`config.mk`:
```
export PLATFORM = sky130hd
export DESIGN_NAME = vga_framebuffer_scan
export DESIGN_NICKNAME = d
export VERILOG_FILES = /design/src/rtl/vga_framebuffer_scan_pkg.sv /design/src/rtl/vga_framebuffer_scan_timing.sv /design/src/rtl/vga_framebuffer_scan.sv
export SDC_FILE = /design/constraint.sdc
export NUM_CORES = 1
export LEC_CHECK = 0
export BUFFER_PORTS_ARGS = -buffer_cell sky130_fd_sc_hd__buf_2
export CORE_AREA = 2 2 476 478
export DETAILED_ROUTE_END_ITERATION = 10
export DIE_AREA = 0 0 478 480
export PLACE_DENSITY_LB_ADDON = 0.08
export REMOVE_ABC_BUFFERS = 1
export SYNTH_ARGS = -nofsm -noshare
export SYNTH_HDL_FRONTEND = slang
export SYNTH_SLANG_ARGS = --single-unit
```
`constraint.sdc`:
```
create_clock -name clock -period 3.7 [get_ports clock]
set_input_delay 0.555 -clock clock [delete_from_list [all_inputs] [get_ports clock]]
set_output_delay 0.555 -clock clock [all_outputs]
set_load 0.005 [all_outputs]
```
`src/rtl/vga_framebuffer_scan_pkg.sv`:
```
// VGA 640x480 timing constants, framebuffer geometry and colour type.
// Pure declarations; no latency or backpressure.
package vga_pkg;

    localparam logic [9:0] H_ACTIVE     = 10'd640;
    localparam logic [9:0] H_SYNC_START = 10'd656;
    localparam logic [9:0] H_SYNC_END   = 10'd751;
    localparam logic [9:0] H_TOTAL      = 10'd800;
    localparam logic [9:0] V_ACTIVE     = 10'd480;
    localparam logic [9:0] V_SYNC_START = 10'd490;
    localparam logic [9:0] V_SYNC_END   = 10'd491;
    localparam logic [9:0] V_TOTAL      = 10'd525;

    localparam int CELL_SHIFT = 4;
    localparam int FB_COLS    = 40;
    localparam int FB_ROWS    = 30;
    localparam int FB_BITS    = FB_COLS * FB_ROWS;

    typedef logic [11:0] color_t;

    // row*40 + col without a multiplier: (row<<5) + (row<<3) + col
    function automatic logic [10:0] cell_index(input logic [4:0] row, input logic [5:0] col);
        return {1'b0, row, 5'b0} + {3'b0, row, 3'b0} + {5'b0, col};
    endfunction

endpackage

```
`src/rtl/vga_framebuffer_scan_timing.sv`:
```
// Pixel-enable generator, h/v scan counters, raw syncs, active flag, frame strobe.
// Counters advance on every second clock; no backpressure.
module vga_timing
    import vga_pkg::*;
(
    input  logic       clock,
    input  logic       reset,
    output logic       pix_en,
    output logic [5:0] col,
    output logic [4:0] row,
    output logic       active,
    output logic       hs_raw,
    output logic       vs_raw,
    output logic       frame_start
);

    logic       pix_en_q, pix_en_d;
    logic [9:0] h_q, h_d;
    logic [9:0] v_q, v_d;
    logic       frame_start_q, frame_start_d;

    always_comb begin
        pix_en_d = ~pix_en_q;
        h_d      = h_q;
        v_d      = v_q;
        if (pix_en_q) begin
            if (h_q == H_TOTAL - 10'd1) begin
                h_d = 10'd0;
                v_d = (v_q == V_TOTAL - 10'd1) ? 10'd0 : v_q + 10'd1;
            end else begin
                h_d = h_q + 10'd1;
            end
        end
        // Pulse on the edge where the counter lands on (0, V_ACTIVE).
        frame_start_d = pix_en_q && (h_q == H_TOTAL - 10'd1) && (v_q == V_ACTIVE - 10'd1);
    end

    always_ff @(posedge clock) begin
        if (reset) begin
            pix_en_q      <= 1'b0;
            h_q           <= 10'd0;
            v_q           <= 10'd0;
            frame_start_q <= 1'b0;
        end else begin
            pix_en_q      <= pix_en_d;
            h_q           <= h_d;
            v_q           <= v_d;
            frame_start_q <= frame_start_d;
        end
    end

    assign pix_en      = pix_en_q;
    assign col         = h_q[CELL_SHIFT +: 6];
    assign row         = v_q[CELL_SHIFT +: 5];
    assign active      = (h_q < H_ACTIVE) && (v_q < V_ACTIVE);
    assign hs_raw      = !((h_q >= H_SYNC_START) && (h_q <= H_SYNC_END));
    assign vs_raw      = !((v_q >= V_SYNC_START) && (v_q <= V_SYNC_END));
    assign frame_start = frame_start_q;

endmodule

```
`src/rtl/vga_framebuffer_scan.sv`:
```
// 40x30 cell framebuffer to 640x480 VGA scan-out; outputs lag the counter by one pixel (2 clocks).
// No backpressure. FRAME_LATCH_EN adds a shadow copy taken on frame_start.
module vga_framebuffer_scan
    import vga_pkg::*;
#(
    parameter color_t FG_COLOR = 12'hFFF,
    parameter color_t BG_COLOR = 12'h000
) (
    input  logic               clock,
    input  logic               reset,
    input  logic [FB_BITS-1:0] framebuffer,
    output logic               vga_hs,
    output logic               vga_vs,
    output logic [3:0]         vga_r,
    output logic [3:0]         vga_g,
    output logic [3:0]         vga_b,
    output logic               frame_start
);

    logic         pix_en;
    logic [5:0]   col;
    logic [4:0]   row;
    logic         active;
    logic         hs_raw;
    logic         vs_raw;
    logic [FB_BITS-1:0] fb_src;
    logic [10:0]  cell_idx;
    logic         cell_bit;
    color_t       color_d, color_q;
    logic         hs_d, hs_q;
    logic         vs_d, vs_q;

    vga_timing u_timing (
        .clock       (clock),
        .reset       (reset),
        .pix_en      (pix_en),
        .col         (col),
        .row         (row),
        .active      (active),
        .hs_raw      (hs_raw),
        .vs_raw      (vs_raw),
        .frame_start (frame_start)
    );

`ifdef FRAME_LATCH_EN
    logic [FB_BITS-1:0] shadow_q, shadow_d;

    always_comb begin
        shadow_d = shadow_q;
        if (frame_start) shadow_d = framebuffer;
    end

    always_ff @(posedge clock) begin
        if (reset) shadow_q <= '0;
        else       shadow_q <= shadow_d;
    end

    assign fb_src = shadow_q;
`else
    assign fb_src = framebuffer;
`endif

    // Index is parked at 0 in blanking so the lookup never leaves the 1200-bit range.
    assign cell_idx = active ? cell_index(row, col) : 11'd0;
    assign cell_bit = active & fb_src[cell_idx];

    always_comb begin
        color_d = color_q;
        hs_d    = hs_q;
        vs_d    = vs_q;
        if (pix_en) begin
            hs_d    = hs_raw;
            vs_d    = vs_raw;
            color_d = !active ? 12'h000 : (cell_bit ? FG_COLOR : BG_COLOR);
        end
    end

    always_ff @(posedge clock) begin
        if (reset) begin
            hs_q    <= 1'b1;
            vs_q    <= 1'b1;
            color_q <= 12'h000;
        end else begin
            hs_q    <= hs_d;
            vs_q    <= vs_d;
            color_q <= color_d;
        end
    end

    assign vga_hs = hs_q;
    assign vga_vs = vs_q;
    assign vga_r  = color_q[11:8];
    assign vga_g  = color_q[7:4];
    assign vga_b  = color_q[3:0];

endmodule

```
[Yosys cells after proc, flatten, opt, wreduce, memory -nomap -nowiden]
Cells that the tools add are included.
Word-level totals
  bits of input ports: 1202
  register bits after elaboration: 36
  word-level logic and storage cells: 38
  output and inout bits: 15
Operators by class
  bitwise operators: 2
  magnitude comparators: 7
  eq/ne operators: 3
  reduce and logical (&&, ||, !) cells: 8
  $add $sub $neg: 4
  mux-type cells: 7
Operator list (number)
  2-to-1 mux 12 bit: 2
  adder 10 x 1 -> 10 bit, second input constant: 2
  equality test 10 bit, second input constant: 2
  2-to-1 mux 10 bit: 2
  < comparator 11 x 12 -> 1 bit, second input constant: 1
  adder 10 x 8 -> 11 bit: 1
  adder 11 x 6 -> 11 bit: 1
  binary-select mux 1 bit (select 11 bit): 1
  2-to-1 mux 11 bit: 1
  equality test 10 x 9 -> 1 bit, second input constant: 1
  >= comparator 10 bit, second input constant: 1
  >= comparator 10 x 9 -> 1 bit, second input constant: 1
  <= comparator 10 bit, second input constant: 1
  <= comparator 10 x 9 -> 1 bit, second input constant: 1
  < comparator 10 bit, second input constant: 1
  < comparator 10 x 9 -> 1 bit, second input constant: 1
  logical AND 1 bit: 5
  zero test 1 bit: 2
  AND reduction 2 bit: 1
  AND 1 bit: 1
  2-to-1 mux 1 bit: 1
  NOT 1 bit: 1

[Depth between registers and ports, before layout]
Gate-level depths: netlist of the first run.
  word-level depth: 8
  depth in mapped cells: 16
  mapped depth without buffers: 14

[Modules after synthesis]
From an unflattened synthesis of the first run, not the netlist that was laid out.
Second synthesis, totals
  cell total of the unflattened synthesis: 1581
  area total of the unflattened synthesis: 12962.4 um2
Modules (own cells, without submodules)
  vga_framebuffer_scan: cells each 1435, seq. area each 60.1 um2, area each 11696.2 um2, instances 1
  vga_timing: cells each 146, seq. area each 440.4 um2, area each 1266.2 um2, instances 1

[Least setup slack after synthesis of the first run]
No wires, ideal clock.
  kind: register to register
  start: register u_timing.v_q[4]
  end: register color_q[10]
  slack: 0.231 ns
  data required time: 3.627 ns
  path buffers: 0
  data arrival time: 3.395 ns
  library setup time: 0.073 ns
  stages on the path, launching flop included: 13
  period minus slack after synthesis: 3.469 ns
  cells stage by stage: dfxtp_1 -> fa_1 -> ha_1 -> and3_1 -> or3_1 -> and3_1 -> a311oi_1 -> nand2_1 -> or4_1 -> o211ai_1 -> nand3_1 -> or3_1 -> o211ai_2
On the way
  word-level cells in the longest chain between the ends: 8
  elaborated cells between the ends (all ways): 10
  those cells by class: add/sub (2); order compare (1); mux (5); bitwise (1); reduce/logical (1)
RTL lines
  start, declared: line vga_framebuffer_scan_timing.sv:19  | logic [9:0] v_q, v_d;
  start signal, assigned: line vga_framebuffer_scan_timing.sv:47  | v_q <= v_d;
  adder 10 x 8 -> 11 bit / < comparator 10 x 9 -> 1 bit (equally long branches): line vga_framebuffer_scan_pkg.sv:23, vga_framebuffer_scan_timing.sv:55
  adder 11 x 6 -> 11 bit / logical AND 1 bit (equally long branches): line vga_framebuffer_scan_pkg.sv:23, vga_framebuffer_scan_timing.sv:55
  2-to-1 mux 11 bit: line vga_framebuffer_scan.sv:64  | assign cell_idx = active ? cell_index(row, col) : 11'd0;
  binary-select mux 1 bit (select 11 bit): line vga_framebuffer_scan.sv:65  | assign cell_bit = active & fb_src[cell_idx];
  2-to-1 mux 1 bit (implied by the code): line vga_framebuffer_scan.sv:65
  AND 1 bit: line vga_framebuffer_scan.sv:65
  2-to-1 mux 12 bit: line vga_framebuffer_scan.sv:74  | color_d = !active ? 12'h000 : (cell_bit ? FG_COLOR : BG_COLOR);
  2-to-1 mux 12 bit (*): line vga_framebuffer_scan.sv:74
  end signal, assigned: line vga_framebuffer_scan.sv:86  | color_q <= color_d;
  end, declared: line vga_framebuffer_scan.sv:29  | color_t color_d, color_q;
Every way passes the cells marked *; elsewhere a longest branch is shown, timed or not. The select of a mux whose other input is x is not followed.
A chain may end at the register's enable or synchronous reset.

[Worst setup path after layout of the first run]
  start: register u_timing.v_q[6]
  end: register color_q[10]
Same word-level chain as after synthesis.

==> results of run 1 <==
==> routing by layer <==
| metal | GRT usage (%) | vias to the layer above | wire length [um] |
|---|---|---|---|
| li1 | - | 10360 | - |
| met1 | 20.6 | 10891 | 86000 |
| met2 | 28.6 | 999 | 95000 |
| met3 | 2.85 | 186 | 10000 |
| met4 | 0.591 | 68 | 1250 |
| met5 | 0 | - | 435 |
==> state kept, by name, summed over array words and instances (netlist names) <==
| name | cells |
|---|---|
| vga_hs | 1 |
| u_timing.h_q | 10 |
| u_timing.v_q | 10 |
| u_timing.pix_en | 1 |
| color_q | 1 |
| u_timing.frame_start | 1 |
| vga_vs | 1 |
==> final cells by class <==
| cell class | count | area [um2] | share of cell area (%) |
|---|---|---|---|
| Inverter | 27 | 106 | 0.398 |
| Tap cell | 2992 | 3740 | 14.0 |
| Clock inverter | 1 | 5.00 | 0.0187 |
| Sequential cell | 25 | 518 | 1.94 |
| Multi-Input combinational cell | 1572 | 11800 | 44.3 |
| Antenna cell | 27 | 67.6 | 0.253 |
| Clock buffer | 3 | 75.1 | 0.281 |
| Timing Repair Buffer | 1636 | 10400 | 38.8 |
==> critical path, cell delays in order (launching register included) <==
cell and delay [ps]:
dfxtp_1 340, fa_1 580, ha_1 240, and3_1 190, or3_1 380, and3_4 220
a311oi_2 230, nand2_1 80, or4_1 490, o211ai_1 240, nand3_2 160, or3_4 360
o211ai_2 130
==> logic make-up after synthesis <==
family                     after synthesis  share of synthesized area, %
AOI/OAI and AO/OA                      785                          45.5
xor gates and xnor gates                15                          1.03
adders and majority gates               16                          1.69
buffers and inverters                  257                          9.50
DFF                                     25                          3.92
muxes                                  214                          18.1
and+or+nand+nor                        542                          20.3
==> Yosys cell counts (10+ instances only) <==
master      n  area [um2]
a211o_1    19         166
a211oi_1   66         495
a21o_1     10        75.1
a21oi_1   114         571
a221o_1    45         450
a221oi_1  134        1170
a22oi_1    11        82.6
a31oi_1    39         244
a32oi_1    18         158
and3_1     15        93.8
buf_1      28         105
buf_2      76         380
buf_4      31         233
clkbuf_1   90         338
dfxtp_1    25         500
ha_1       14         175
inv_1      25        93.8
mux2_2     54         608
mux2i_1   151        1510
nand2_1   220         826
nand2b_1   10        62.6
nand3_1    53         265
nand4_1    31         194
nor2_1     94         353
nor2b_1    29         181
nor3_1     42         210
o211ai_1   20         150
o21ai_0    81         405
o221ai_1   37         324
o22ai_1    77         482
o31ai_1    11        82.6
o41ai_1    16         140
or3_1      17         106
xor2_1     10        87.6
==> where the power goes <==
| group | switching [mW] | internal [mW] | leakage (nW) |
|---|---|---|---|
| logic | 0.539 | 0.683 | 10.7 |
| clock network | 0.138 | 0.148 | 0.0410 |
| registers | 0.00673 | 0.270 | 0.207 |
| total | 0.683 | 1.10 | 11.0 |
==> worst max path at each step <==
stage	from	end	slack (ps)	cells past startpoint
after global placement	u_timing.h_q[8]$_SDFFE_PP0P_	color_q[10]$_SDFFE_PP0P_	-1010	15
after CTS	u_timing.h_q[8]$_SDFFE_PP0P_	color_q[10]$_SDFFE_PP0P_	-90	14
after global routing	u_timing.v_q[6]$_SDFFE_PP0P_	color_q[10]$_SDFFE_PP0P_	-200	12
final	u_timing.v_q[6]$_SDFFE_PP0P_	color_q[10]$_SDFFE_PP0P_	-20	12
after detailed placement	u_timing.h_q[8]$_SDFFE_PP0P_	color_q[10]$_SDFFE_PP0P_	-1120	15
after floorplan	u_timing.h_q[4]$_SDFFE_PP0P_	color_q[10]$_SDFFE_PP0P_	-13900	9
==> through the flow <==
step	instance area (um2)	TNS [ps]
3_5_place_dp	25600	-1120
5_1_grt	26700	-198
2_1_floorplan	11700	-147370
4_1_cts	26600	-91.6
3_3_place_gp	25600	-1010
6_report	26700	-15.2
==> what timing repair did <==
item	CTS	global route
resized for setup	137	8
gates cloned	3	0
endpoints found under the hold margin	0	0
pin swaps	32	7
buffers inserted	28	1
endpoints found under the setup margin	1	1
==> results by group, run 1 <==
GRT
  – Initial antenna violation count: 126
  – GR Util All Layers: 15.9%
  – Global-route wire length before repair: roughly 240 mm
  – Grt total ovfl: 0
  – Vias in the first global route: around 24k
  – Largest net degree at the start of global routing: 82

Critical path
  – R2R setup slack: -20 ps
  – CP arrival: 3930 ps
  – FF-to-FF path depth: 12
  – Reg-to-reg endpoint: color_q[10]$_SDFFE_PP0P_
  – Required @ worst endpoint: about 3900 ps
  – Max FO, Critical Path: 2
  – Crit Path Category: reg2reg
  – RR Startpoint: u_timing.v_q[6]$_SDFFE_PP0P_
  – CP Capture Type: register
  – Startpoint class of the critical path: register

Clock tree
  – Clk_lat worst skew: around 290 ps
  – CTS sink count: 25
  – Worst-path clk slew: 90 ps
  – CTS tree: done
  – Htree depth: 1
  – Total CTS buffers: 3
  – CTS Buffer Depth: 2
  – Root Buffer: clkbuf_16
  – Hold_buf cts: 0

STA
  – Max Slew Vio Count: 0
  – Minimum clock period after layout: 3720 ps
  – Setup Viol. Count Final: 1
  – Worst hold margin: 506 ps
  – Final worst-path cycle share: 100%
  – Rel. slew slack: 24.1%
  – RSZ-0062 raised after global routing: yes
  – Hold Vio Cnt, Final: 0
  – F_max: 269 MHz
  – Final setup margin: -15.2 ps
  – Clock Skews: 19.5 ps
  – Slew at the pin closest to its max-slew limit: 1130 ps

Route
  – First drt pass iteration count: 5
  – DRC: 0
  – WL final: 193 mm
  – Drt wl/cell: 30.7 um
  – Iter 0 DRT Violations: 1175
  – Remaining antenna violation count after routing: 0
  – Vias per cell: 3.58
  – Vias post-DR: 22.5k

Yosys
  – Post-synth cell types: 86
  – Post-synthesis register bit count: 25
  – Netlist Area Pre-Place: 12800 um2
  – Main flop type after synthesis: dfxtp_1
  – FFs w/ async S/R, synth: 0%
  – Mapped Cells: 1854
  – Synth warn: 0
  – Sequential area share after synthesis: 3.92%
  – Number of synthesized flops with an enable pin: 0
  – Syn avg cell area: 6.89 um2

Hold path
  – HP Start: vga_vs$_SDFFE_PP1P_
  – HP Class: reg2reg
  – Hold worst-path end: vga_vs$_SDFFE_PP1P_
  – Hold path depth: 2

Die
  – I/O pins: 1217
  – Die width: 478 um
  – Starting density of the core: about 5.7%
  – Die height: 480 um
  – Rows: about 170
  – Area of the core: between 200000 and 250000 um2
  – Die area: 229000 um2

Layout
  – Most frequent cells in the layout: 1216 x buf_2, 324 x buf_4, 215 x nand2_1
  – Layout Nets: 4483
  – Commonest non-fill, non-tap cell in the layout: buf_2
  – Area delta synth->final: 109%
  – Core Util, Final: 11.9%
  – Fillers: 26.3k
  – Non-Filler Instances: roughly 6.3k
  – Share of layout cells above drive strength 1: 56.5%

Outcome
  – Outcome: finished with violations
  – Violated checks: setup timing

Power
  – Total power: approximately 1.8 mW
  – Peak VDD IR: 0.119 mV
  – Leakage dissipation: between 10 and 15 nW
  – Power Dens Cells: 66.8 nW/um2

Placement
  – Gpl congestion: 0.804
  – PortBufs: 1216
  – DP HPWL: 165 mm
  – Pre-CTS setup slack: -1120 ps
  – Placed Cells: 6222

Job
  – Max-cap viol count: 0
No activity file was read; power rests on OpenSTA's default activity.
==> run 2, diff against run 1 <==
clock period = 4.5 ns   (was 3.7 ns; I/O delays follow)
==> results by group, run 2 (same netlist as run 1, synthesis figures left out) <==
Outcome
  – Outcome: finished, final reports clean (was finished with violations)

GRT
  – GR Util All Layers: 15.5% (was 15.9%)
  – Grt total ovfl: 0 (unchanged)
  – Global-route wire length before repair: 239 mm (was 244 mm)
  – Vias in the first global route: 23.3k (was 24.1k)
  – Largest net degree at the start of global routing: 88 (was 82)
  – Initial antenna violation count: 128 (was 126)

Die
  – I/O pins: 1217 (unchanged)
  – Die height: 480 um (unchanged)
  – Starting density of the core: 5.70% (unchanged)
  – Area of the core: 224000 um2 (unchanged)
  – Die area: 229000 um2 (unchanged)
  – Rows: 174 (unchanged)
  – Die width: 478 um (unchanged)

STA
  – Rel. slew slack: 21.7% (was 24.1%)
  – Setup Viol. Count Final: 0 (was 1)
  – Clock Skews: 10.2 ps (was 19.5 ps)
  – Final worst-path cycle share: 98.6% (was 100%)
  – Slew at the pin closest to its max-slew limit: 1160 ps (was 1130 ps)
  – Worst hold margin: 507 ps (was 506 ps)
  – Hold Vio Cnt, Final: 0 (unchanged)
  – F_max: 225 MHz (was 269 MHz)
  – Max Slew Vio Count: 0 (unchanged)
  – Minimum clock period after layout: 4440 ps (was 3720 ps)

Critical path
  – Crit-path leading delay family: compound AO/OA/AOI/OAI gates (was simple AND/OR/NAND/NOR gates)
  – CP Capture Type: register (unchanged)
  – R2R setup slack: 60 ps (was -20 ps)
  – CP endpoint: color_q[10]$_SDFFE_PP0P_ (unchanged)
  – Max incr delay on CP: 860 ps (was 580 ps)
  – Critical Path, Cell by Cell: buf_4 > o21a_4 > nor4_4 > buf_4 > buf_4 > buf_4 > a221oi_1 > o311ai_0 > buf_4 > nand4_1 > a22oi_1 > nand4_1 > o2bb2ai_2 > o211ai_2 (was fa_1 > ha_1 > and3_1 > or3_1 > and3_4 > a311oi_2 > nand2_1 > or4_1 > o211ai_1 > nand3_2 > or3_4 > o211ai_2)
  – Max FO, Critical Path: 21 (was 2)
  – CP arrival: 4660 ps (was 3930 ps)
  – Cell count along the critical path: 14 (was 12)
  – Slowest-stage cell, CP: o311ai_0 (was fa_1)
  – Top cell by count, worst path: buf_4
  – FF-to-FF path depth: 14 (was 12)
  – RR Startpoint: u_timing.h_q[9]$_SDFFE_PP0P_ (was u_timing.v_q[6]$_SDFFE_PP0P_)
  – Buf+Inv Stages, Crit Path: 5 (was 0)
  – Startpoint class of the critical path: register (unchanged)
  – Required @ worst endpoint: 4720 ps (was 3910 ps)
  – Reg-to-reg endpoint: color_q[10]$_SDFFE_PP0P_ (unchanged)
  – Crit Path Category: reg2reg (unchanged)
  – CP Launch Point: u_timing.h_q[9]$_SDFFE_PP0P_ (was u_timing.v_q[6]$_SDFFE_PP0P_)

Clock tree
  – Hold_buf cts: 0 (unchanged)
  – Worst-path clk slew: 80 ps (was 90 ps)
  – CTS tree: done (unchanged)
  – Htree depth: 1 (unchanged)
  – Clk_lat worst skew: 290 ps (about the same)
  – CTS sink count: 25 (unchanged)
  – CTS Buffer Depth: 2 (unchanged)
  – Total CTS buffers: 3 (unchanged)
  – Root Buffer: clkbuf_16 (unchanged)

Power
  – Power Dens Cells: 60.0 nW/um2 (was 66.8 nW/um2)
  – Peak VDD IR: 0.112 mV (was 0.119 mV)
  – Leakage dissipation: 9.56 nW (was 11.0 nW)

Route
  – DRC: 0 (unchanged)
  – Vias per cell: 3.62 (was 3.58)
  – Vias post-DR: 22.0k (was 22.5k)
  – WL final: 188 mm (was 193 mm)
  – Routed length on met1: 82.5 mm (was 86.0 mm)
  – Remaining antenna violation count after routing: 0 (unchanged)
  – Highest Signal Layer: met5 (unchanged)
  – Drt wl/cell: 31.0 um (was 30.7 um)
  – Iter 0 DRT Violations: 1123 (was 1175)
  – Met2 WL: 93.8 mm (was 95.0 mm)
  – First drt pass iteration count: 4 (was 5)
  – Metal3 WL: 10.3 mm (was 10.0 mm)

Layout
  – Layout Nets: 4271 (was 4483)
  – Share of layout cells above drive strength 1: 51.0% (was 56.5%)
  – Core Util, Final: 10.6% (was 11.9%)
  – Top Registers: u_timing.h_q x10, u_timing.v_q x10 (unchanged)
  – Commonest non-fill, non-tap cell in the layout: buf_2 (unchanged)
  – Area delta synth->final: 86.5% (was 109%)
  – Fillers: 26.5k (was 26.3k)
  – Most frequent cells in the layout: 1216 x buf_2, 217 x nand2_1, 179 x buf_4 (was 1216 x buf_2, 324 x buf_4, 215 x nand2_1)

Placement
  – DP HPWL: 160 mm (was 165 mm)
  – PortBufs: 1216 (unchanged)
  – Gpl congestion: 0.781 (was 0.804)

Job
  – Max-cap viol count: 0 (unchanged)

Hold path
  – HP Class: reg2reg (unchanged)
run 2: final cells by class:
class / count / area, um2 / share of cell area (%)
flip-flops and latches: 25 / 514 / 2.16
well taps: 2992 / 3740 / 15.7
clock buffers: 3 / 75.1 / 0.315
repair buffers: 1424 / 8010 / 33.6
inverters: 27 / 106 / 0.447
multi-input cells: 1572 / 11300 / 47.5
clock inverters: 1 / 7.51 / 0.0315
diodes: 20 / 50.0 / 0.210
run 2: tightest hold or removal path, stage by stage (launching register included):
cell     delay, ps
dfxtp_1        340
nand2_1         70
a21oi_1         50
run 2: power by group:
part	internal (mW)	leakage, nW	switching, mW
Sequential	0.222	0.206	0.00500
Clock	0.122	0.0372	0.110
Combinational	0.542	9.31	0.428
Total	0.886	9.56	0.543
run 2: what timing repair did:
action	4_1_cts	5_1_grt
buffers inserted	0	1
pin swaps	0	1
gates resized for setup	6	4
setup endpoints to repair	1	1
run 2: worst min-delay path by stage:
stage	start	endpoint	slack, ps	cells past startpoint
final	u_timing.h_q[1]$_SDFFE_PP0P_	u_timing.h_q[1]$_SDFFE_PP0P_	510	2
after detailed placement	u_timing.h_q[1]$_SDFFE_PP0P_	u_timing.h_q[1]$_SDFFE_PP0P_	490	2
after global placement	u_timing.h_q[1]$_SDFFE_PP0P_	u_timing.h_q[1]$_SDFFE_PP0P_	500	2
after floorplan	u_timing.h_q[1]$_SDFFE_PP0P_	u_timing.h_q[1]$_SDFFE_PP0P_	460	2
after CTS	u_timing.h_q[1]$_SDFFE_PP0P_	u_timing.h_q[1]$_SDFFE_PP0P_	510	2
after global routing	u_timing.h_q[1]$_SDFFE_PP0P_	u_timing.h_q[1]$_SDFFE_PP0P_	550	2
run 2: stage by stage:
| stage | setup TNS (ps) | total power, mW | instances | setup slack, ps | instance area (um2) |
|---|---|---|---|---|---|
| floorplan | -129770 | 0.472 | 1624 | -13100 | 11700 |
| global placement | -507 | 1.23 | 6039 | -507 | 23600 |
| detailed placement | -446 | 1.22 | 6039 | -446 | 23600 |
| CTS | 0 | 1.48 | 6043 | 15.2 | 23700 |
| global route | -2.71 | 1.55 | 6051 | -2.71 | 23800 |
| finish | 0 | 1.43 | 6064 | 62.8 | 23800 |
run 2: layer usage:
metal  vias to the layer above  track usage, %
met5                         -               0
met4                        86           0.461
met3                       185            2.92
met2                      1008            28.0
met1                     10747            19.9
li1                       9928               -
==> run 3, diff against run 2 <==
RECOVER_POWER = 25   (was default)
TNS_END_PERCENT = 30   (was default)
==> results by group, run 3 (same netlist as run 1, synthesis figures left out) <==
GRT
  – Global-route wire length before repair: 239 mm (unchanged)
  – GR Util All Layers: 15.5% (unchanged)
  – Grt total ovfl: 0 (unchanged)
  – Largest net degree at the start of global routing: 88 (unchanged)
  – Initial antenna violation count: 128 (unchanged)
  – Vias in the first global route: 23.3k (unchanged)

STA
  – Setup Viol. Count Final: 0 (unchanged)
  – Final worst-path cycle share: 98.6% (unchanged)
  – F_max: 225 MHz (unchanged)
  – Max Slew Vio Count: 0 (unchanged)
  – Final setup TNS: 0 ps (unchanged)
  – Clock Skews: 10.2 ps (unchanged)
  – Minimum clock period after layout: 4440 ps (unchanged)
  – Hold Vio Cnt, Final: 0 (unchanged)
  – Slew at the pin closest to its max-slew limit: 1160 ps (unchanged)
  – Rel. slew slack: 21.7% (unchanged)

Critical path
  – Top cell by count, worst path: buf_4 (unchanged)
  – Max FO, Critical Path: 21 (unchanged)
  – Critical Path, Cell by Cell: buf_4 > o21a_4 > nor4_4 > buf_4 > buf_4 > buf_4 > a221oi_1 > o311ai_0 > buf_4 > nand4_1 > a22oi_1 > nand4_1 > o2bb2ai_2 > o211ai_2 (unchanged)
  – RR Startpoint: u_timing.h_q[9]$_SDFFE_PP0P_ (unchanged)
  – FF-to-FF path depth: 14 (unchanged)
  – Slowest-stage cell, CP: o311ai_0 (unchanged)
  – Required @ worst endpoint: 4720 ps (about the same)
  – Crit Path Category: reg2reg (unchanged)
  – Max incr delay on CP: 860 ps (about the same)
  – CP Capture Type: register (unchanged)
  – CP arrival: 4660 ps (about the same)
  – Startpoint class of the critical path: register (unchanged)
  – Reg-to-reg endpoint: color_q[10]$_SDFFE_PP0P_ (unchanged)
  – R2R setup slack: 60 ps (about the same)

Route
  – Drt wl/cell: 31.0 um (about the same)
  – Remaining antenna violation count after routing: 0 (unchanged)
  – WL final: 188 mm (about the same)
  – Vias post-DR: 22.0k (about the same)
  – First drt pass iteration count: 4 (unchanged)
  – Vias per cell: 3.62 (about the same)
  – Iter 0 DRT Violations: 1123 (unchanged)
  – DRC: 0 (unchanged)

Die
  – Die area: 229000 um2 (unchanged)
  – Die height: 480 um (unchanged)
  – Die width: 478 um (unchanged)
  – Starting density of the core: 5.70% (unchanged)
  – Area of the core: 224000 um2 (unchanged)
  – Rows: 174 (unchanged)
  – I/O pins: 1217 (unchanged)

Clock tree
  – CTS sink count: 25 (unchanged)
  – CTS tree: done (unchanged)
  – Total CTS buffers: 3 (unchanged)
  – Htree depth: 1 (unchanged)
  – Clk_lat worst skew: 290 ps (about the same)
  – Worst-path clk slew: 80 ps (about the same)
  – Root Buffer: clkbuf_16 (unchanged)
  – CTS Buffer Depth: 2 (unchanged)
  – Hold_buf cts: 0 (unchanged)

Power
  – Psw: 543 uW (about the same)
  – Cell Int Power: 886 uW (about the same)
  – Seq pwr share: 15.9% (about the same)
  – Power Dens Cells: 60.0 nW/um2 (about the same)
  – Combinational share of power: 67.9% (about the same)
  – Peak VDD IR: 0.114 mV (was 0.112 mV)
  – Leakage dissipation: 9.55 nW (was 9.56 nW)
  – Clock group share of total power: 16.3% (about the same)
  – Sw Ratio: 38.0% (about the same)

Job
  – Max-cap viol count: 0 (unchanged)

Placement
  – DP HPWL: 160 mm (unchanged)
  – PortBufs: 1216 (unchanged)
  – Gpl congestion: 0.781 (unchanged)
  – Placement Cell Area: 23600 um2 (unchanged)

Layout
  – Share of layout cells above drive strength 1: 50.9% (was 51.0%)
  – Top Registers: u_timing.h_q x10, u_timing.v_q x10 (unchanged)
  – Layout Nets: 4271 (unchanged)
  – Commonest non-fill, non-tap cell in the layout: buf_2 (unchanged)
  – Most frequent cells in the layout: 1212 x buf_2, 217 x nand2_1, 179 x buf_4 (was 1216 x buf_2, 217 x nand2_1, 179 x buf_4)
  – Final instance area: 23800 um2 (about the same)
  – Area delta synth->final: 86.4% (was 86.5%)

Hold path
  – HP Start: u_timing.h_q[1]$_SDFFE_PP0P_ (unchanged)
  – Hold path depth: 2 (unchanged)
  – HP Class: reg2reg (unchanged)
  – Hold worst-path end: u_timing.h_q[1]$_SDFFE_PP0P_ (unchanged)

Outcome
  – Outcome: finished, final reports clean (unchanged)
run 3: cell count changes in the layout (fill, tap and decap cells not counted):
cell | previous run | this run
buf_2 | 1216 | 1212
clkbuf_1 | 0 | 4
run 3: worst max-delay path by stage:
stage,from,end,cells after the start
after floorplan,u_timing.h_q[4]$_SDFFE_PP0P_,color_q[10]$_SDFFE_PP0P_,9
after global placement,u_timing.h_q[8]$_SDFFE_PP0P_,color_q[10]$_SDFFE_PP0P_,14
after detailed placement,u_timing.h_q[8]$_SDFFE_PP0P_,color_q[10]$_SDFFE_PP0P_,14
after CTS,u_timing.h_q[9]$_SDFFE_PP0P_,color_q[10]$_SDFFE_PP0P_,14
after global routing,u_timing.h_q[9]$_SDFFE_PP0P_,color_q[10]$_SDFFE_PP0P_,14
final,u_timing.h_q[9]$_SDFFE_PP0P_,color_q[10]$_SDFFE_PP0P_,14
run 3: worst max-delay path, delay by kind of cell, from the launching register on:
kind / cells / cell delay (ps)
flip-flops: 1 / 360
AO/OA/AOI/OAI: 6 / 1850
buffers and inverters: 5 / 1220
AND/OR/NAND/NOR: 3 / 910
run 3: timing repair:
item	CTS	global route
resized for setup	6	4
setup buffers	0	1
hold endpoints to repair	0	0
pin swaps	0	1
gates cloned	0	0
setup endpoints to repair	1	1
run 3: layout make-up:
type	count	area [um2]
clock buffers	3	75.1
fillers	26483	200000
multi-input cells	1572	11300
inverters	27	106
flip-flops and latches	25	514
repair buffers	1424	8010
well taps	2992	3740
diodes	20	50.0
clock inverters	1	7.51
run 3: metal layers:
layer  wire [um]  vias up  GRT usage (%)  share of wire (%)
met5         549        -              0               0.29
met4         981       86          0.461               0.52
met3       10300      185           2.92                5.5
met2       93800     1009           28.0                 50
met1       82500    10747           19.9                 44
li1            -     9928              -                  -
run 3: through the flow:
stage          worst slack [ps]  util (%)  total power [mW]  hold slack (ps)  instances
2_1_floorplan            -13100         -             0.472              456       1624
3_3_place_gp               -507      10.5              1.23              502       6039
3_5_place_dp               -446      10.5              1.22              495       6039
4_1_cts                    15.2      10.6              1.48              509       6043
5_1_grt                   -2.71      10.6              1.55              548       6051
6_report                   62.8      10.6              1.43              507       6064
run 3: power groups by stage:
stage          clock network [mW]  registers [mW]  logic (mW)
2_1_floorplan                   0           0.235       0.237
3_3_place_gp                    0           0.233       0.994
3_5_place_dp                    0           0.232       0.989
4_1_cts                     0.256           0.227       0.995
5_1_grt                     0.261           0.228        1.06
6_report                    0.232           0.227       0.970
